<file path="src/rtl/seg7_scan_driver.sv">
// Four-digit common-anode 7-seg scanner with guard blanking, blink and per-frame digit snapshot.
// Outputs are registered one cycle behind the scan state; no backpressure, inputs are sampled once per frame.
module seg7_scan_driver #(
   parameter int SCAN_DIV  = 100000,
   parameter int GUARD     = 2000,
   parameter int BLINK_DIV = 33333333
) (
   input  logic        clk,
   input  logic        reset,
   input  logic [15:0] digits,
   input  logic [3:0]  blank_mask,
   input  logic [3:0]  blink_mask,
   input  logic        blink_en,
   output logic [6:0]  seg,
   output logic [3:0]  an,
   output logic        frame_start
);

   localparam int CW = (SCAN_DIV > 1) ? $clog2(SCAN_DIV) : 1;
   localparam int BW = (BLINK_DIV > 1) ? $clog2(BLINK_DIV) : 1;
   localparam logic [CW-1:0] CNT_LAST  = CW'(SCAN_DIV - 1);
   localparam logic [CW-1:0] GUARD_END = CW'(GUARD);
   localparam logic [BW-1:0] BCNT_LAST = BW'(BLINK_DIV - 1);

   logic [CW-1:0] cnt_q, cnt_d;
   logic [1:0]    idx_q, idx_d;
   logic [BW-1:0] bcnt_q, bcnt_d;
   logic          phase_q, phase_d;
   logic          first_q;
   logic [15:0]   snap_dig_q, snap_dig_d;
   logic [3:0]    snap_blank_q, snap_blank_d;
   logic [3:0]    snap_blink_q, snap_blink_d;
   logic [6:0]    seg_q, seg_d;
   logic [3:0]    an_q, an_d;
   logic          fs_q, fs_d;

   logic          slot_end;
   logic          snap_load;
   logic          dark;
   logic [3:0]    cur_digit;

   function automatic logic [6:0] decode(input logic [3:0] v);
      case (v)
         4'd0:    decode = 7'h40;
         4'd1:    decode = 7'h79;
         4'd2:    decode = 7'h24;
         4'd3:    decode = 7'h30;
         4'd4:    decode = 7'h19;
         4'd5:    decode = 7'h12;
         4'd6:    decode = 7'h02;
         4'd7:    decode = 7'h78;
         4'd8:    decode = 7'h00;
         4'd9:    decode = 7'h10;
         default: decode = 7'h3F;
      endcase
   endfunction

   always_comb begin
      slot_end  = (cnt_q == CNT_LAST);
      cnt_d     = slot_end ? '0 : cnt_q + CW'(1);
      idx_d     = slot_end ? idx_q + 2'd1 : idx_q;

      // Snapshot only at frame boundaries (and right after reset) so a frame never mixes two values.
      snap_load    = first_q | (slot_end & (idx_q == 2'd3));
      snap_dig_d   = snap_load ? digits     : snap_dig_q;
      snap_blank_d = snap_load ? blank_mask : snap_blank_q;
      snap_blink_d = snap_load ? blink_mask : snap_blink_q;

      bcnt_d  = '0;
      phase_d = 1'b0;
      if (blink_en) begin
         if (bcnt_q == BCNT_LAST) begin
            bcnt_d  = '0;
            phase_d = ~phase_q;
         end else begin
            bcnt_d  = bcnt_q + BW'(1);
            phase_d = phase_q;
         end
      end

      cur_digit = snap_dig_q[{idx_q, 2'b00} +: 4];
      // Guard window keeps every anode off while the segment lines settle onto the new digit.
      dark  = (cnt_q < GUARD_END) | snap_blank_q[idx_q] | (phase_q & snap_blink_q[idx_q]);
      an_d  = dark ? 4'hF  : ~(4'b0001 << idx_q);
      seg_d = dark ? 7'h7F : decode(cur_digit);
      fs_d  = (cnt_q == '0) && (idx_q == 2'd0);
   end

   always_ff @(posedge clk or negedge reset) begin
      if (!reset) begin
         cnt_q        <= '0;
         idx_q        <= 2'd0;
         bcnt_q       <= '0;
         phase_q      <= 1'b0;
         first_q      <= 1'b1;
         snap_dig_q   <= 16'h0000;
         snap_blank_q <= 4'h0;
         snap_blink_q <= 4'h0;
         seg_q        <= 7'h7F;
         an_q         <= 4'hF;
         fs_q         <= 1'b0;
      end else begin
         cnt_q        <= cnt_d;
         idx_q        <= idx_d;
         bcnt_q       <= bcnt_d;
         phase_q      <= phase_d;
         first_q      <= 1'b0;
         snap_dig_q   <= snap_dig_d;
         snap_blank_q <= snap_blank_d;
         snap_blink_q <= snap_blink_d;
         seg_q        <= seg_d;
         an_q         <= an_d;
         fs_q         <= fs_d;
      end
   end

   assign seg         = seg_q;
   assign an          = an_q;
   assign frame_start = fs_q;

endmodule

</file>
<file path="config.mk">
export PLATFORM = sky130hd
export DESIGN_NAME = seg7_scan_driver
export DESIGN_NICKNAME = d
export VERILOG_FILES = /design/src/rtl/seg7_scan_driver.sv
export SDC_FILE = /design/constraint.sdc
export NUM_CORES = 1
export LEC_CHECK = 0
export CAP_MARGIN = 10
export CORE_UTILIZATION = 57
export CTS_BUF_LIST = sky130_fd_sc_hd__clkbuf_4 sky130_fd_sc_hd__clkbuf_8 sky130_fd_sc_hd__clkbuf_16
export CTS_CLUSTER_DIAMETER = 30
export CTS_CLUSTER_SIZE = 16
export DETAILED_ROUTE_END_ITERATION = 8
export PLACE_DENSITY = 0.8
export SYNTH_ARGS = -nofsm -noshare
export SYNTH_HDL_FRONTEND = slang
export SYNTH_SLANG_ARGS = --single-unit
</file>
<file path="constraint.sdc">
create_clock -name clk -period 2.8 [get_ports clk]
set_input_delay 0.56 -clock clk [delete_from_list [all_inputs] [get_ports clk]]
set_output_delay 0.56 -clock clk [all_outputs]
set_load 0.05 [all_outputs]
</file>
======== After elaboration in Yosys (flattened, before gate mapping) ========
Memories as Yosys holds them, arrays and structs flattened.
Cells that the tools add are included.
storage, ports and cells
  bits in registers ....................... 82
  ROM bits ................................ 112
  input port bits ......................... 27
  output and inout port bits .............. 12
  word-level logic and storage cells ...... 44
  memories ................................ 1
memory list
  memory            words  width  read ports  clocked after memory_dff  write ports  line  text
  (name not given)  16     7      1           0                         0            43    case (v)
operators by class
  add/subtract/negate cells ............... 3
  $lt $le $gt $ge ......................... 2
  equality and inequality tests ........... 4
  shift operators ......................... 2
  muxes and demuxes ....................... 11
  bitwise gates (word level) .............. 7
  reduce and logical (&&, ||, !) cells .... 3
operator list
  operator                 number
  $mux W25                 2
  $add A25 B1 Y25 const B  1
  $eq A25 B25 Y1 const B   1
  $add A17 B1 Y17 const B  1
  $eq A17 B17 Y1 const B   1
  $logic_not A17 Y1        1
  $lt A17 B11 Y1 const B   1
  $mux W17                 1
  $shiftx A16 B5 Y4        1
  $mux W7                  1
  $bmux W1 S2              2
  $mux W1                  4
  $mux W4                  1
  $not A4 Y4               1
  $shl A1 B2 Y4 const A    1
  $lt A2 B3 Y1 const B     1
  $or A1 B1 Y1             3
  $add A2 B1 Y2 const B    1
  $and A1 B1 Y1            2
  $eq A2 B2 Y1 const B     1
  $logic_not A2 Y1         1
  $ne A2 B1 Y1 const B     1
  $logic_and A1 B1 Y1      1
  $not A1 Y1               1

======== Logic depth before layout (Yosys ltp) ========
  depth in word-level cells ............... 5
  depth in mapped cells ................... 8
  depth with buffers taken out ............ 6

======== Least setup slack after synthesis ========
OpenSTA, ideal clock, no wires.
  path type ............................... reg-to-reg
  from .................................... register cnt_q[13]
  to ...................................... register snap_blank_q[0]
  setup time .............................. 0.125 ns
  arrival ................................. 1.890 ns
  required time ........................... 2.675 ns
  slack ................................... 0.785 ns
  stages on the path, launching flop included .. 6
  buffers on the path ..................... 1
  clock period less this slack ............ 2.015 ns
  cells stage by stage .................... dfrtp_1 -> or4_4 -> nor4_4 -> a21oi_2 -> buf_6 -> mux2_4
between the ends
  word-level cells in the longest chain between the ends .. 3
ends and longest elaborated chain
  item                      line  text
  start: declaration        25    logic [CW-1:0] cnt_q, cnt_d;
  start signal: assignment  103   cnt_q <= cnt_d;
  $eq A17 B17 Y1            59    slot_end = (cnt_q == CNT_LAST);
  $and A1 B1 Y1             64    snap_load = first_q | (slot_end & (idx_q == 2'd3));
  $or A1 B1 Y1              64
  end signal: assignment    109   snap_blank_q <= snap_blank_d;
  end: declaration          31    logic [3:0] snap_blank_q, snap_blank_d;
Every way passes these cells.
A chain may end at the register's enable or synchronous reset.

======== Final worst setup path ========
  from .................................... register an_q[3], in the netlist an[3]
  to ...................................... output port an[3]
RTL lines
  item                      line  text
  start: declaration        34    logic [3:0] an_q, an_d;
  start signal: assignment  112   an_q <= an_d;
  end: declaration          15    output logic [3:0] an,
No word-level cell between the ends.

==> flow_metrics.py <==
metrics = {
    "worst_setup_path": {
        "slowest_delay_ns": 0.79,
        "cp_data_arrival_time_ns": 1.68,
        "path_buf_inv": 1,
        "cp_max_fo": 1,
        "cp_cell_sequence": "clkdlybuf4s50_1",
        "crit_required_ns": 2.24,
        "crit_family": "buffers and inverters",
        "cp_slowest_cell": "clkdlybuf4s50_1",
        "start_kind": "flop",
        "cp-end-kind": "primary output",
        "path_class": "flop to primary output",
    },
    "grt": {
        "use_met3_pct": 4.042,
        "grt_pass1_wl_um": 12450,
        "overflow": 0,
        "busiest_layer": "met2",
        "use_met1_pct": 28.32,
        "grtUsageTotal_pct": 21.82,
        "grt_pass1_vias": 2703,
        "use_met2_pct": 35.64,
        "grt_start_max_net_pins": 83,
        "antenna_found_initial": 0,
    },
    "placement": {
        "hpwl_um": 4897,
        "globalplace.congestion": 0.8432,
        "portBuffers": 38,
    },
    "sta": {
        "report.final.slew_viol_count": 0,
        "hold_viol_final": 0,
        "relSlewSlack_pct": 33.74,
        "period_minus_slack_ns": 2.243,
        "finClkSkew_ns": 0.007706,
        "rsz0062_at_grt": "no",
        "fmax_mhz": 445.8,
        "finalSetupTns_ns": 0,
        "period_share_pct": 80.12,
        "tightestPinTransition_ns": 0.9939,
        "report.final.setup_viol": 0,
    },
    "clock_tree": {
        "cts_tree": "yes",
        "cts_hold_buffers": 0,
        "cts.sinks": 82,
        "cts_resized": 0,
        "cts_max_level": 3,
        "cts_buffer_depth": 2,
        "root_buffer": "clkbuf_8",
        "cts_made_buffers": 9,
        "clkLatencyLatePin_ns": 0.34,
        "cts_setup_buffers": 0,
        "clkTransAtPathRegs_ns": 0.08,
    },
    "logic_synthesis": {
        "seq_area_frac_synth_pct": 51.64,
        "synth_largest_area_cell": "dfrtp_1",
        "synthCells": 347,
        "post_synth_fa_ha_maj_area_fraction_pct": 4.064,
        "avgSynthCellArea_um2": 11.53,
        "synth_top_family_by_area": "simple AND/OR/NAND/NOR gates",
        "synthesis.area_um2": 4003,
        "ys_warn_count": 0,
        "synth-simple-area-share_pct": 17.13,
        "yosys.cell_types.count": 41,
        "syn-num-nets": 387,
        "synth_mux_area_share_pct": 12.79,
        "synth_compound_area_share_pct": 3.188,
        "synth_xor_xnor_area_share_pct": 8.315,
        "synth_top_area_share_pct": 43.76,
        "ys_ff_latch": 82,
        "netlist_top_cells_area": "dfrtp_1 (44%), dfstp_2 (7.9%), mux2_4 (7.5%)",
    },
    "die": {
        "die_y_um": 85.80,
        "core_um2": 6794,
        "dieWidth_um": 85.80,
        "initial_core_util_pct": 58.91,
        "dieArea_um2": 7361,
        "fp-row-count": 30,
        "io_pins": 39,
    },
    "detailed_routing": {
        "first_pass_iters": 4,
        "via_per_inst": 5.371,
        "ant_nets": 0,
        "drcViolationCount": 0,
        "first_iter_violations": 137,
        "post_drt_wl_per_cell_um": 14.69,
        "vias": 2632,
        "wl_um": 7198,
    },
    "pwr": {
        "max-vdd-ir-drop_mv": 0.3460,
        "power_density_nw_per_um2": 499.3,
        "leakagePower_uw": 0.001999,
    },
    "layout": {
        "nets": 429,
        "synthToLayoutAreaGrowth_pct": 17.04,
        "diodes": 0,
        "fin_util_pct": 68.95,
        "layout-drive-gt1-share_pct": 17.77,
    },
    "run_status": {
        "status": "finished clean",
    },
    "run": {
        "maxCapViolCount": 0,
    },
    "worst_hold_path": {
        "hold_path_class": "input pin to asynchronous set/reset pin",
    },
}
==> per-stage QoR <==
stage	area, um^2	power (uW)	hold slack, ns	setup WS (ns)	cells
global placement	4476	1463	0.4725	0.6254	474
detailed placement	4476	1472	0.4828	0.5821	474
global route	4684	2434	0.4625	0.3768	490
CTS	4684	2356	0.4154	0.5476	490
finish	4684	2339	0.3830	0.5567	490
floorplan	4003	1387	0.2644	0.7846	347
==> final cells by class <==
type                    count  area [um^2]
clock buffers              14        173.9
well taps                  96        120.1
repair buffers             42        407.9
multi-input cells         241         1832
clock inverters             2        35.03
fillers                   525         2110
inverters                  13        48.80
flip-flops and latches     82         2067
==> where the power goes <==
part           switching, uW  total (uW)  internal [uW]
combinational           86.4         198            112
sequential              27.4        1250           1220
clock                    399         890            490
==> final timing paths <==
path | startpoint | to | slack, ns | cells past startpoint
max | an[3]$_DFF_PN1_ | an[3] | 0.56 | 1
max reg2reg | idx_q[0]$_DFFE_PN0N_ | seg[3]$_DFF_PN1_ | 0.56 | 4
max in group asynchronous | reset | cnt_q[3]$_DFF_PN0_ | 1.79 | 1
min | reset | bcnt_q[21]$_DFF_PN0_ | 0.38 | 1
min in group clk | bcnt_q[0]$_DFF_PN0_ | bcnt_q[0]$_DFF_PN0_ | 0.49 | 1
min reg2reg | bcnt_q[0]$_DFF_PN0_ | bcnt_q[0]$_DFF_PN0_ | 0.49 | 1
==> cells in the mapped netlist, drive strengths merged <==
cell type  count
or4            1
or2            3
mux2i          2
dfrtp         70
nor2          42
nand2         30
o21ai          7
a221oi         1
or3            1
xor2          13
o211a          1
clkbuf         4
o22ai          1
and2           4
nor3b          1
and4           5
a21oi          7
mux4           6
nor4b          2
o21a           1
buf            7
nand2b         1
mux2          25
conb           1
ha            13
nand3          8
nor2b          2
inv           13
and3           3
xnor2         25
nand4          9
dfstp         12
o211ai         2
nand3b         1
nor3          12
nor4          11
==> flip-flops by register name, summed over array words and instances (netlist names) <==
name and cells:
an 4, bcnt_q 25, cnt_q 17, first_q 1, frame_start 1, idx_q 2, phase_q 1, seg 7
snap_blank_q 4, snap_blink_q 4, snap_dig_q 16
==> cells in the final DEF, fill, tap and decap left out, types with 2 or more instances in the layout <==
master	count
xor2_1	13
mux2_4	20
nand4_1	9
nand3_1	8
and3_1	3
dfrtp_1	70
nor3_1	12
mux2_2	5
clkbuf_4	3
xnor2_1	25
nor2_1	42
clkdlybuf4s50_1	37
a21oi_1	6
mux4_2	6
o21ai_0	7
nor4b_1	2
and2_1	4
ha_1	13
dfstp_2	12
mux2i_1	2
nand2_1	30
or2_2	2
nor4_1	10
nor2b_1	2
clkbuf_8	11
buf_4	5
inv_1	13
and4_1	5
o211ai_1	2
==> routing by layer <==
metal,part of all wire (%),wire (um)
met2,47,3413
met3,2.9,209
met1,46,3341
met5,0,0
met4,3.3,234
==> cells by family (layout without fill, tap and decap cells) <==
kind of cell	Yosys count	in the layout
multiplexers	33	33
AO/OA/AOI/OAI	20	20
other	1	1
flip-flops	82	82
XOR/XNOR	38	38
buffers and inverters	24	71
adder cells (fa/ha/maj)	13	13
AND/OR/NAND/NOR	136	136
Power figures use the tool's default switching activity.
